$ cat config.mk
export PLATFORM = sky130hd
export DESIGN_NAME = planet_emp_snd_arb
export DESIGN_NICKNAME = d
export VERILOG_FILES = /design/src/rtl/planet_emp_snd_arb_pkg.sv /design/src/rtl/planet_emp_snd_arb_tick_ctr.sv /design/src/rtl/planet_emp_snd_arb.sv
export SDC_FILE = /design/constraint.sdc
export NUM_CORES = 1
export LEC_CHECK = 0
export ABC_AREA = 1
export CORE_MARGIN = 5
export CORE_UTILIZATION = 67
export DETAILED_ROUTE_END_ITERATION = 12
export HOLD_SLACK_MARGIN = 0.02
export PLACE_DENSITY = 0.9
export SYNTH_ARGS = -nofsm -noshare
export SYNTH_HDL_FRONTEND = slang
export SYNTH_HIERARCHICAL = 1
export SYNTH_SLANG_ARGS = --single-unit
$ cat constraint.sdc
create_clock -name CK_i -period 6.82 [get_ports CK_i]
set_clock_uncertainty 0.2 [all_clocks]
set_input_delay 0.682 -clock CK_i [delete_from_list [all_inputs] [get_ports CK_i]]
set_output_delay 0.682 -clock CK_i [all_outputs]
set_load 0.02 [all_outputs]
$ cat src/rtl/planet_emp_snd_arb_pkg.sv
// Planet Empire sound arbiter: shared state codes and default tone table.
// The debug-accelerated table shortens tones for fast bring-up runs.
package planet_emp_snd_arb_pkg;

  typedef logic [1:0] snd_state_t;

  localparam logic [1:0] S_IDLE = 2'd0;
  localparam logic [1:0] S_PLAY = 2'd1;
  localparam logic [1:0] S_GAP  = 2'd2;

  localparam bit C_DBG_ACC = 1'b0;

  localparam logic [35:0] C_HALF_DEF = C_DBG_ACC ?
    {12'd10, 12'd4, 12'd2} :
    {12'd1000, 12'd400, 12'd150};

  localparam logic [65:0] C_DUR_DEF = C_DBG_ACC ?
    {22'd2_000, 22'd500, 22'd300} :
    {22'd2_000_000, 22'd500_000, 22'd300_000};

  localparam int unsigned C_GAP_DEF = C_DBG_ACC ? 10 : 1000;

endpackage

$ cat src/rtl/planet_emp_snd_arb_tick_ctr.sv
// Clearable tick counter: counts EE_i pulses and wraps at TERM_i.
// TC_o flags the tick that lands on the terminal value.
module SND_TICK_CTR
  import planet_emp_snd_arb_pkg::*;
#(
  parameter int unsigned W = 12
) (
  input  logic         CK_i,
  input  logic         XARST_i,
  input  logic         CLR_i,
  input  logic         EE_i,
  input  logic [W-1:0] TERM_i,
  output logic         TC_o
);

  logic [W-1:0] cnt_q;
  logic [W-1:0] cnt_d;
  logic         hit;

  assign hit  = (cnt_q == TERM_i);
  assign TC_o = EE_i & ~CLR_i & hit;

  always_comb begin
    cnt_d = cnt_q;
    if (CLR_i) begin
      cnt_d = '0;
    end else if (EE_i) begin
      cnt_d = hit ? '0 : cnt_q + W'(1);
    end
  end

  always_ff @(posedge CK_i or negedge XARST_i) begin
    if (!XARST_i) begin
      cnt_q <= '0;
    end else begin
      cnt_q <= cnt_d;
    end
  end

endmodule

$ cat src/rtl/planet_emp_snd_arb.sv
// Fixed-priority, preemptive sound arbiter driving the shared piezo.
// Highest requester index wins; each grant plays one timed square tone.
module planet_emp_snd_arb
  import planet_emp_snd_arb_pkg::*;
#(
  parameter int unsigned C_REQ_N  = 3,
  parameter int unsigned C_HALF_W = 12,
  parameter int unsigned C_DUR_W  = 22,
  parameter logic [C_REQ_N*C_HALF_W-1:0] C_HALF_Ns = C_HALF_DEF,
  parameter logic [C_REQ_N*C_DUR_W-1:0]  C_DUR_Ns  = C_DUR_DEF,
  parameter int unsigned C_GAP_N  = C_GAP_DEF
) (
  input  logic               CK_i,
  input  logic               XARST_i,
  input  logic               EE_i,
  input  logic               RST_i,
  input  logic [C_REQ_N-1:0] REQs_i,
  output logic [C_REQ_N-1:0] ACKs_o,
  output logic [C_REQ_N-1:0] GNTs_o,
  output logic [C_REQ_N-1:0] DONEs_o,
  output logic [C_REQ_N-1:0] DROPs_o,
  output logic               BUSY_o,
  output logic               SOUND_o
);

  localparam int unsigned IDX_W =
    (C_REQ_N > 1) ? $clog2(C_REQ_N) : 1;
  localparam int unsigned GAP_W = $clog2(C_GAP_N + 1);

  snd_state_t state_q, state_d;
  logic [IDX_W-1:0] own_q, own_d;
  logic [C_REQ_N-1:0] ack_q, ack_d;
  logic [C_REQ_N-1:0] gnt_q, gnt_d;
  logic [C_REQ_N-1:0] done_q, done_d;
  logic [C_REQ_N-1:0] drop_q, drop_d;
  logic busy_q, busy_d;
  logic sound_q, sound_d;

  logic             hi_vld;
  logic [IDX_W-1:0] hi_idx;
  logic             preempt;
  logic [C_HALF_W-1:0] half_fld;
  logic [C_DUR_W-1:0]  dur_fld;
  logic half_tc, dur_tc, gap_tc;
  logic clr_play, clr_gap;

  function automatic logic [C_REQ_N-1:0] oh(
    input logic [IDX_W-1:0] idx
  );
    logic [C_REQ_N-1:0] r;
    for (int i = 0; i < C_REQ_N; i++) begin
      r[i] = (idx == IDX_W'(i));
    end
    return r;
  endfunction

  // Ascending scan so the highest set index is the one kept.
  always_comb begin
    hi_vld = 1'b0;
    hi_idx = '0;
    for (int i = 0; i < C_REQ_N; i++) begin
      if (REQs_i[i]) begin
        hi_vld = 1'b1;
        hi_idx = IDX_W'(i);
      end
    end
  end

  always_comb begin
    half_fld = '0;
    dur_fld  = '0;
    for (int i = 0; i < C_REQ_N; i++) begin
      if (own_q == IDX_W'(i)) begin
        half_fld = C_HALF_Ns[i*C_HALF_W +: C_HALF_W];
        dur_fld  = C_DUR_Ns[i*C_DUR_W +: C_DUR_W];
      end
    end
  end

  assign preempt = (state_q == S_PLAY) & hi_vld
                 & (hi_idx > own_q);

  assign clr_play = RST_i | (state_q != S_PLAY)
                  | preempt;
  assign clr_gap  = RST_i | (state_q != S_GAP);

  SND_TICK_CTR #(.W(C_HALF_W)) u_half (
    .CK_i    (CK_i),
    .XARST_i (XARST_i),
    .CLR_i   (clr_play),
    .EE_i    (EE_i),
    .TERM_i  (half_fld - C_HALF_W'(1)),
    .TC_o    (half_tc)
  );

  SND_TICK_CTR #(.W(C_DUR_W)) u_dur (
    .CK_i    (CK_i),
    .XARST_i (XARST_i),
    .CLR_i   (clr_play),
    .EE_i    (EE_i),
    .TERM_i  (dur_fld - C_DUR_W'(1)),
    .TC_o    (dur_tc)
  );

  SND_TICK_CTR #(.W(GAP_W)) u_gap (
    .CK_i    (CK_i),
    .XARST_i (XARST_i),
    .CLR_i   (clr_gap),
    .EE_i    (EE_i),
    .TERM_i  (GAP_W'(C_GAP_N - 1)),
    .TC_o    (gap_tc)
  );

  always_comb begin
    state_d = state_q;
    own_d   = own_q;
    ack_d   = '0;
    done_d  = '0;
    drop_d  = '0;
    gnt_d   = gnt_q;
    sound_d = sound_q;
    unique case (state_q)
      S_IDLE: begin
        sound_d = 1'b0;
        gnt_d   = '0;
        if (hi_vld) begin
          ack_d   = oh(hi_idx);
          gnt_d   = oh(hi_idx);
          own_d   = hi_idx;
          state_d = S_PLAY;
        end
      end
      S_PLAY: begin
        // Preemption outranks completion in the same cycle.
        if (preempt) begin
          drop_d  = oh(own_q);
          ack_d   = oh(hi_idx);
          gnt_d   = oh(hi_idx);
          own_d   = hi_idx;
          sound_d = 1'b0;
        end else if (dur_tc) begin
          done_d  = oh(own_q);
          gnt_d   = '0;
          sound_d = 1'b0;
          state_d = S_GAP;
        end else if (half_tc) begin
          sound_d = ~sound_q;
        end
      end
      S_GAP: begin
        gnt_d   = '0;
        sound_d = 1'b0;
        if (gap_tc) begin
          state_d = S_IDLE;
        end
      end
      default: begin
        gnt_d   = '0;
        sound_d = 1'b0;
        state_d = S_IDLE;
      end
    endcase
    if (RST_i) begin
      state_d = S_IDLE;
      own_d   = '0;
      ack_d   = '0;
      done_d  = '0;
      drop_d  = '0;
      gnt_d   = '0;
      sound_d = 1'b0;
    end
    busy_d = (state_d != S_IDLE);
  end

  always_ff @(posedge CK_i or negedge XARST_i) begin
    if (!XARST_i) begin
      state_q <= S_IDLE;
      own_q   <= '0;
      ack_q   <= '0;
      gnt_q   <= '0;
      done_q  <= '0;
      drop_q  <= '0;
      busy_q  <= 1'b0;
      sound_q <= 1'b0;
    end else begin
      state_q <= state_d;
      own_q   <= own_d;
      ack_q   <= ack_d;
      gnt_q   <= gnt_d;
      done_q  <= done_d;
      drop_q  <= drop_d;
      busy_q  <= busy_d;
      sound_q <= sound_d;
    end
  end

  assign ACKs_o  = ack_q;
  assign GNTs_o  = gnt_q;
  assign DONEs_o = done_q;
  assign DROPs_o = drop_q;
  assign BUSY_o  = busy_q;
  assign SOUND_o = sound_q;

endmodule

==> results.md, run 1 <==
* H-tree depth at 3
* Global-route wire length before repair at 19200 µm
* Post-DP HPWL at roughly 8000 µm
* Clock buffer depth at 2
* WP buf/inv at 1
* Critical Path AT at 3.89 ns
* Area Growth Syn to Fin at 10.9%
* Critical path depth in cells at 15
* CP Capture Type: flop
* R2R depth at 15
* CTS tree: built
* Post-route ant nets at 0
* # DRC at 0
* Max Fanout on Critical Path at 23
* Largest net degree at the start of global routing at 63
* Core Area at 6870 µm²
* Synth Register Bits at between 60 and 70
* Synth Warn # at 6
* Synth top area share at between 30% and 40%
* CTS resizes at 0
* Reg-to-reg setup timing slack at 2.97 ns
* Via count at 4539
* Static Leakage at 0.00277 µW
* WL/cell at 12.4 µm
* Clock transition at path regs at 0.08 ns
* Cell area power density at 153 nW/µm²
* Drt initial violations at 275
* TritonRoute pass-1 iters at 5
* Initial antenna violation count at 0
* Mean area per synthesized cell at 6.49 µm²
* Peak supply drop at between 100 and 150 µV
* Min-Delay Path Class: in -> async
* Initial core utilization at 69.9%
* CTS Buf Count at 9
* Slew Limit Fails at 0
* WL final at 11000 µm
* Via/cell ratio at approximately 5.1
* Post-synth cell types at 33
* Vias in the first global route at 4423
* GPL Wtd Cong at 0.899
* Critical path type: reg -> reg
* Hold WS at 0.300 ns
* # port buffers at 20
* Clock Sinks at 62
* Ports at 21
* Final setup viols at 0
* Synth area leaders: dfrtp_1 32%, nand2_1 23%, inv_1 7.8%
* Max Fclk at 260 MHz
* Gr usage total at 26.8%
* RSZ-0062 raised after global routing: no
* Fin crit share at 56.5%
* Status: complete, no violations
* Sequential cell area fraction in the yosys report at 32.3%
* Die width at 94.6 µm
* Min cycle time layout at 3.85 ns
* Critical path's top delay family: simple AND/OR/NAND/NOR gates
* CP Data Required Time at 6.85 ns
* Mapped cell area at 4800 µm²
* CP dominant cell by count: nand2_1
* R2r endpoint: BUSY_o$_DFF_PN0_
* Fin Setup TNS at 0 ns
* Cell taking the most area after synthesis: dfrtp_1
* Worst Tran Pin Value at 1.19 ns
* Clk root buf: clkbuf_8
* Share of layout cells above drive strength 1 at roughly an eighth
* Die area at 8960 µm²
* Post-synthesis cell count at 739
* Delay of the slowest critical-path stage at 0.77 ns
* Slowest-stage cell, CP: xor2_1
* Worst skew pair latency at 0.34 ns
* Ant diodes at 0
* Grt total ovfl at 0
* Hold-fix buffers, CTS at 0
* Max-cap violations at 0
* DIE HEIGHT at 94.6 µm
* Critical path, cell by cell: ha_1 -> xor2_1 -> inv_1 -> nand2_1 -> nand2_1 -> nor2_1 -> nand2_1 -> nor2_1 -> nand3_2 -> nor2_2 -> nand2_1 -> nand2_1 -> nand2_1 -> nand2_1 -> nand2_1
* Final core occ at 77.5%
* Worst R2R Start: own_q[0]$_DFFE_PN0P_
* Post-CTS Setup Inserts at 0
* CP startpoint kind: flop
* Fin. Hold Viols at 0
* Rel. slew slack at 20.5%
* Row count at 30
* Number of nets in the layout at 805
[metrics by stage]
step	area, µm²	instances	power, µW	setup slack [ns]
floorplan	4910	768	458	4.00
global placement	5120	870	489	2.70
detailed placement	5120	870	494	2.65
CTS	5320	886	821	2.96
global route	5320	886	852	2.64
finish	5320	886	815	2.97
[worst register-to-register path: cells and delay by family (launching register included)]
| kind | cells | cell delay, ns |
|---|---|---|
| buf+inv | 1 | 0.12 |
| fa+ha+maj | 1 | 0.51 |
| flops | 1 | 0.51 |
| xor+xnor | 1 | 0.77 |
| simple gates | 12 | 1.63 |
[metal layers]
layer  track usage (%)  share of wire (%)  vias up
li1                  -                  -     2285
met1              32.8                 43     2106
met2              46.0                 50      123
met3              4.78                5.4       25
met4              11.9                2.1        0
met5                 0                  0        -
[flip-flops by register name (all words and copies together), names as in the netlist]
signal and cells:
ACKs_o 3, BUSY_o 1, DONEs_o 3, DROPs_o 3
GNTs_o 3, SOUND_o 1, own_q 2, state_q 2
u_dur/cnt_q 22, u_gap/cnt_q 10, u_half/cnt_q 12
[worst max path at each step]
stage / from / endpoint / slack, ns
5_1_grt: own_q[0]$_DFFE_PN0P_ / BUSY_o$_DFF_PN0_ / 2.64
4_1_cts: own_q[0]$_DFFE_PN0P_ / BUSY_o$_DFF_PN0_ / 2.96
3_5_place_dp: REQs_i[2] / BUSY_o$_DFF_PN0_ / 2.65
2_1_floorplan: own_q[0]$_DFFE_PN0P_ / BUSY_o$_DFF_PN0_ / 4.00
6_report: own_q[0]$_DFFE_PN0P_ / BUSY_o$_DFF_PN0_ / 2.97
3_3_place_gp: REQs_i[1] / BUSY_o$_DFF_PN0_ / 2.70
[Yosys cell counts]
master / n
nand3_4: 1
nor3_1: 12
nor2_1: 78
conb_1: 2
xnor2_1: 12
nand3b_1: 1
and3_1: 2
or2_1: 2
a21oi_2: 1
o21ai_0: 9
buf_6: 5
o21ai_2: 1
nand2_2: 23
a21oi_1: 15
inv_2: 11
nand3_2: 19
nand2_4: 1
o21a_1: 1
clkbuf_1: 3
inv_1: 100
nor3_4: 1
nor2_2: 13
nand3_1: 22
buf_2: 5
dfrtp_1: 62
xor2_1: 10
o21ai_1: 2
buf_4: 3
ha_1: 13
nand2_1: 290
and2_1: 1
nor2_4: 7
nand4_1: 11
[cell type report]
cell class                 instances  area (µm²)
multi-input combinational        579        2830
sequential                        62        1550
fill                             527        1550
inverter                         111         417
timing repair buffer              22         210
clock buffer                       9         124
tap                               96         120
clock inverter                     7        73.8
[placed cells by master (no fill, tap or decap), drive strengths merged]
cell / count
nand3b: 1
o21a: 1
buf: 3
xor2: 10
ha: 13
and2: 1
clkinv: 1
clkdlybuf4s50: 19
o21ai: 12
inv: 112
a21oi: 16
clkbuf: 9
nand3: 42
nand2: 314
nand4: 11
conb: 31
and3: 2
nor2: 98
clkinvlp: 4
dfrtp: 62
xnor2: 12
bufinv: 1
or2: 2
nor3: 13
[kinds of logic (layout without fill, tap and decap cells)]
kind of cell | after synthesis | count (layout) | synth area share (%)
fa+ha+maj | 13 | 13 | 3.39
simple gates | 484 | 484 | 45.8
compound gates | 29 | 29 | 3.23
flops | 62 | 62 | 32.3
xor+xnor | 22 | 22 | 4.01
other cells | 2 | 31 | 0.156
buf+inv | 127 | 149 | 11.1
[power breakdown]
part,switching (µW),internal [µW]
combinational,73.5,36.9
sequential,5.04,372
clock,158,169
total,237,578
No activity file was read; power rests on OpenSTA's default activity.
==> inputs of run 2 (changes only) <==
--- a/config.mk
+++ b/config.mk
@@ -7,10 +7,10 @@
 export LEC_CHECK = 0
 export ABC_AREA = 1
 export CORE_MARGIN = 5
-export CORE_UTILIZATION = 67
+export CORE_UTILIZATION = 56
 export DETAILED_ROUTE_END_ITERATION = 12
 export HOLD_SLACK_MARGIN = 0.02
-export PLACE_DENSITY = 0.9
+export PLACE_DENSITY = 0.81
 export SYNTH_ARGS = -nofsm -noshare
 export SYNTH_HDL_FRONTEND = slang
 export SYNTH_HIERARCHICAL = 1
==> constraint.sdc (replaced) <==
create_clock -name CK_i -period 3.2 [get_ports CK_i]
set_clock_uncertainty 0.2 [all_clocks]
set_input_delay 0.32 -clock CK_i [delete_from_list [all_inputs] [get_ports CK_i]]
set_output_delay 0.32 -clock CK_i [all_outputs]
set_load 0.02 [all_outputs]
==> results.md, run 2 (synthesis results as in run 1) <==
* Hold EP: GNTs_o[0]$_DFFE_PN0P_
* Clock transition at path regs at 0.07 ns (was 0.08 ns)
* WL/cell at 12.2 µm (was 12.4 µm)
* Die width at 103 µm (was 94.6 µm)
* Sequential power share at 44.6% (was 46.3%)
* Most common cell after layout, fill and taps aside: nand2_1 (unchanged)
* WL final at 11000 µm (about the same)
* Rel. slew slack at 47.2% (was 20.5%)
* Delay of the slowest critical-path stage at 0.49 ns (was 0.77 ns)
* Max Fclk at 355 MHz (was 260 MHz)
* Core Area at 8300 µm² (was 6870 µm²)
* Drt initial violations at 252 (was 275)
* Post-DP HPWL at 8100 µm (was 7930 µm)
* Largest registers: u_dur/cnt_q (22), u_half/cnt_q (12), u_gap/cnt_q (10) (unchanged)
* Hold WS at 0.289 ns (was 0.300 ns)
* Sw Pwr at 489 µW (was 237 µW)
* Cell-internal power at 1310 µW (was 578 µW)
* Via count at 4494 (was 4539)
* Ports at 21 (unchanged)
* CP startpoint kind: flop (unchanged)
* Min cycle time layout at 2.82 ns (was 3.85 ns)
* CTS resizes at 0 (unchanged)
* Placed cells at 885 (was 870)
* Number of nets in the layout at 812 (was 805)
* Cell area power density at 334 nW/µm² (was 153 nW/µm²)
* Initial core utilization at 57.8% (was 69.9%)
* Commonest non-fill, non-tap cells in the layout: 290 x nand2_1, 100 x inv_1, 78 x nor2_1 (unchanged)
* Reg-to-reg setup timing slack at 0.38 ns (was 2.97 ns)
* # DRC at 0 (unchanged)
* # port buffers at 20 (unchanged)
* Clock Sinks at 62 (unchanged)
* Slew Limit Fails at 0 (unchanged)
* TritonRoute pass-1 iters at 6 (was 5)
* DIE HEIGHT at 103 µm (was 94.6 µm)
* Vias in the first global route at 4382 (was 4423)
* Fin crit share at 88.0% (was 56.5%)
* Worst R2R Start: own_q[0]$_DFFE_PN0P_ (unchanged)
* Global-route wire length before repair at 19200 µm (about the same)
* Static Leakage at 0.00283 µW (was 0.00277 µW)
* Final core occ at 65.1% (was 77.5%)
* Final Non-Filler Cells at 902 (was 886)
* CTS Buf Count at 9 (unchanged)
* Clk root buf: clkbuf_8 (unchanged)
* Clock network fraction of design power at 42.0% (was 40.2%)
* Clock buffer depth at 2 (unchanged)
* R2r endpoint: BUSY_o$_DFF_PN0_ (unchanged)
* Gr usage total at 22.7% (was 26.8%)
* Share of total power in combinational logic at 13.4% (was 13.5%)
* Hold Path Depth at 2
* Hold_sp: GNTs_o[0]$_DFFE_PN0P_
* H-tree depth at 3 (unchanged)
* Biggest register: u_dur/cnt_q (unchanged)
* CTS tree: built (unchanged)
* Status: complete, no violations (unchanged)
* CP dominant cell by count: nand2_1 (unchanged)
* Critical path type: reg -> reg (unchanged)
* Slowest-stage cell, CP: dfrtp_1 (was xor2_1)
* RSZ-0062 raised after global routing: no (unchanged)
* Worst skew pair latency at 0.34 ns (about the same)
* Fin Setup TNS at 0 ns (unchanged)
* Post-route ant nets at 0 (unchanged)
* Initial antenna violation count at 0 (unchanged)
* Share of layout cells above drive strength 1 at 12.8% (was 12.3%)
* GPL Wtd Cong at 0.907 (was 0.899)
* Row count at 33 (was 30)
* Critical path's top delay family: simple AND/OR/NAND/NOR gates (unchanged)
* Sw Ratio at 27.1% (was 29.1%)
* Die area at 10500 µm² (was 8960 µm²)
* Largest net degree at the start of global routing at 63 (unchanged)
* Critical Path AT at 2.85 ns (was 3.89 ns)
* Worst Tran Pin Value at 0.789 ns (was 1.19 ns)
* Grt total ovfl at 0 (unchanged)
* Max FFs per register at 22 (unchanged)
* Min-Delay Path Class: reg -> reg (was in -> async)
* Fin. Hold Viols at 0 (unchanged)
* Via/cell ratio at 4.98 (was 5.12)
* Area Growth Syn to Fin at 12.6% (was 10.9%)
* Peak supply drop at 290 µV (was 136 µV)
* CP Data Required Time at 3.23 ns (was 6.85 ns)
* R2R depth at 16 (was 15)
* Final setup viols at 0 (unchanged)
* CP Capture Type: flop (unchanged)
* WP buf/inv at 2 (was 1)
* Max-cap violations at 0 (unchanged)
* Max Fanout on Critical Path at 7 (was 23)
* Critical path, cell by cell: inv_1 -> ha_1 -> xor2_1 -> inv_1 -> nand2_1 -> nand2_1 -> nor2_1 -> nand2_1 -> nor2_1 -> nand3_2 -> nor2_2 -> nand2_1 -> nand2_1 -> nand2_1 -> nand2_1 -> nand2_1 (was ha_1 -> xor2_1 -> inv_1 -> nand2_1 -> nand2_1 -> nor2_1 -> nand2_1 -> nor2_1 -> nand3_2 -> nor2_2 -> nand2_1 -> nand2_1 -> nand2_1 -> nand2_1 -> nand2_1)
* Ant diodes at 0 (unchanged)
-- run 2: worst max-delay path by stage --
stage / from / to / slack (ns) / cells after the start
after floorplan: own_q[0]$_DFFE_PN0P_ / BUSY_o$_DFF_PN0_ / 0.38 / 16
final: own_q[0]$_DFFE_PN0P_ / BUSY_o$_DFF_PN0_ / 0.38 / 16
after detailed placement: REQs_i[2] / BUSY_o$_DFF_PN0_ / 0.36 / 17
after global routing: own_q[0]$_DFFE_PN0P_ / BUSY_o$_DFF_PN0_ / 0.17 / 16
after global placement: REQs_i[1] / u_half/cnt_q[10]$_DFFE_PN0P_ / 0.48 / 13
after CTS: own_q[0]$_DFFE_PN0P_ / BUSY_o$_DFF_PN0_ / 0.40 / 16
-- run 2: power groups by stage --
stage                     Combinational, µW  Sequential [µW]  Clock (µW)
after global routing                    276              806         807
after detailed placement                238              818           0
after global placement                  229              819           0
final                                   242              804         758
after floorplan                         152              825           0
after CTS                               241              804         779
-- run 2: worst reg2reg max path: cells and delay by family, from the launching register on --
kind          cells  cell delay (ns)
xor+xnor          1             0.41
buf+inv           2             0.25
fa+ha+maj         1             0.28
simple gates     12             1.07
flops             1             0.49
-- run 2: layout make-up --
class                           instances  area, µm²
Tap cell                              105        131
Fill cell                             709       2900
Sequential cell                        62       1550
Inverter                              111        417
Timing Repair Buffer                   29        265
Clock inverter                          6       86.3
Clock buffer                           10        128
Multi-Input combinational cell        579       2830
-- run 2: what timing repair did --
action,in CTS,in global routing
buffers inserted,0,0
hold endpoints to repair,62,0
hold buffers,1,0
-- run 2: routing by layer --
metal,part of all wire (%),GRT usage (%),up-vias
li1,-,-,2301
met1,46,28.6,2057
met2,48,38.7,114
met3,4.7,4.74,22
met4,1.6,8.07,0
met5,0,0,-
-- run 2: stage by stage --
step / total power (µW) / area (µm²) / setup slack (ns)
after global placement: 1050 / 5180 / 0.478
after floorplan: 977 / 4910 / 0.383
after detailed placement: 1060 / 5180 / 0.359
after global routing: 1890 / 5400 / 0.169
after CTS: 1820 / 5400 / 0.398
final: 1800 / 5400 / 0.384
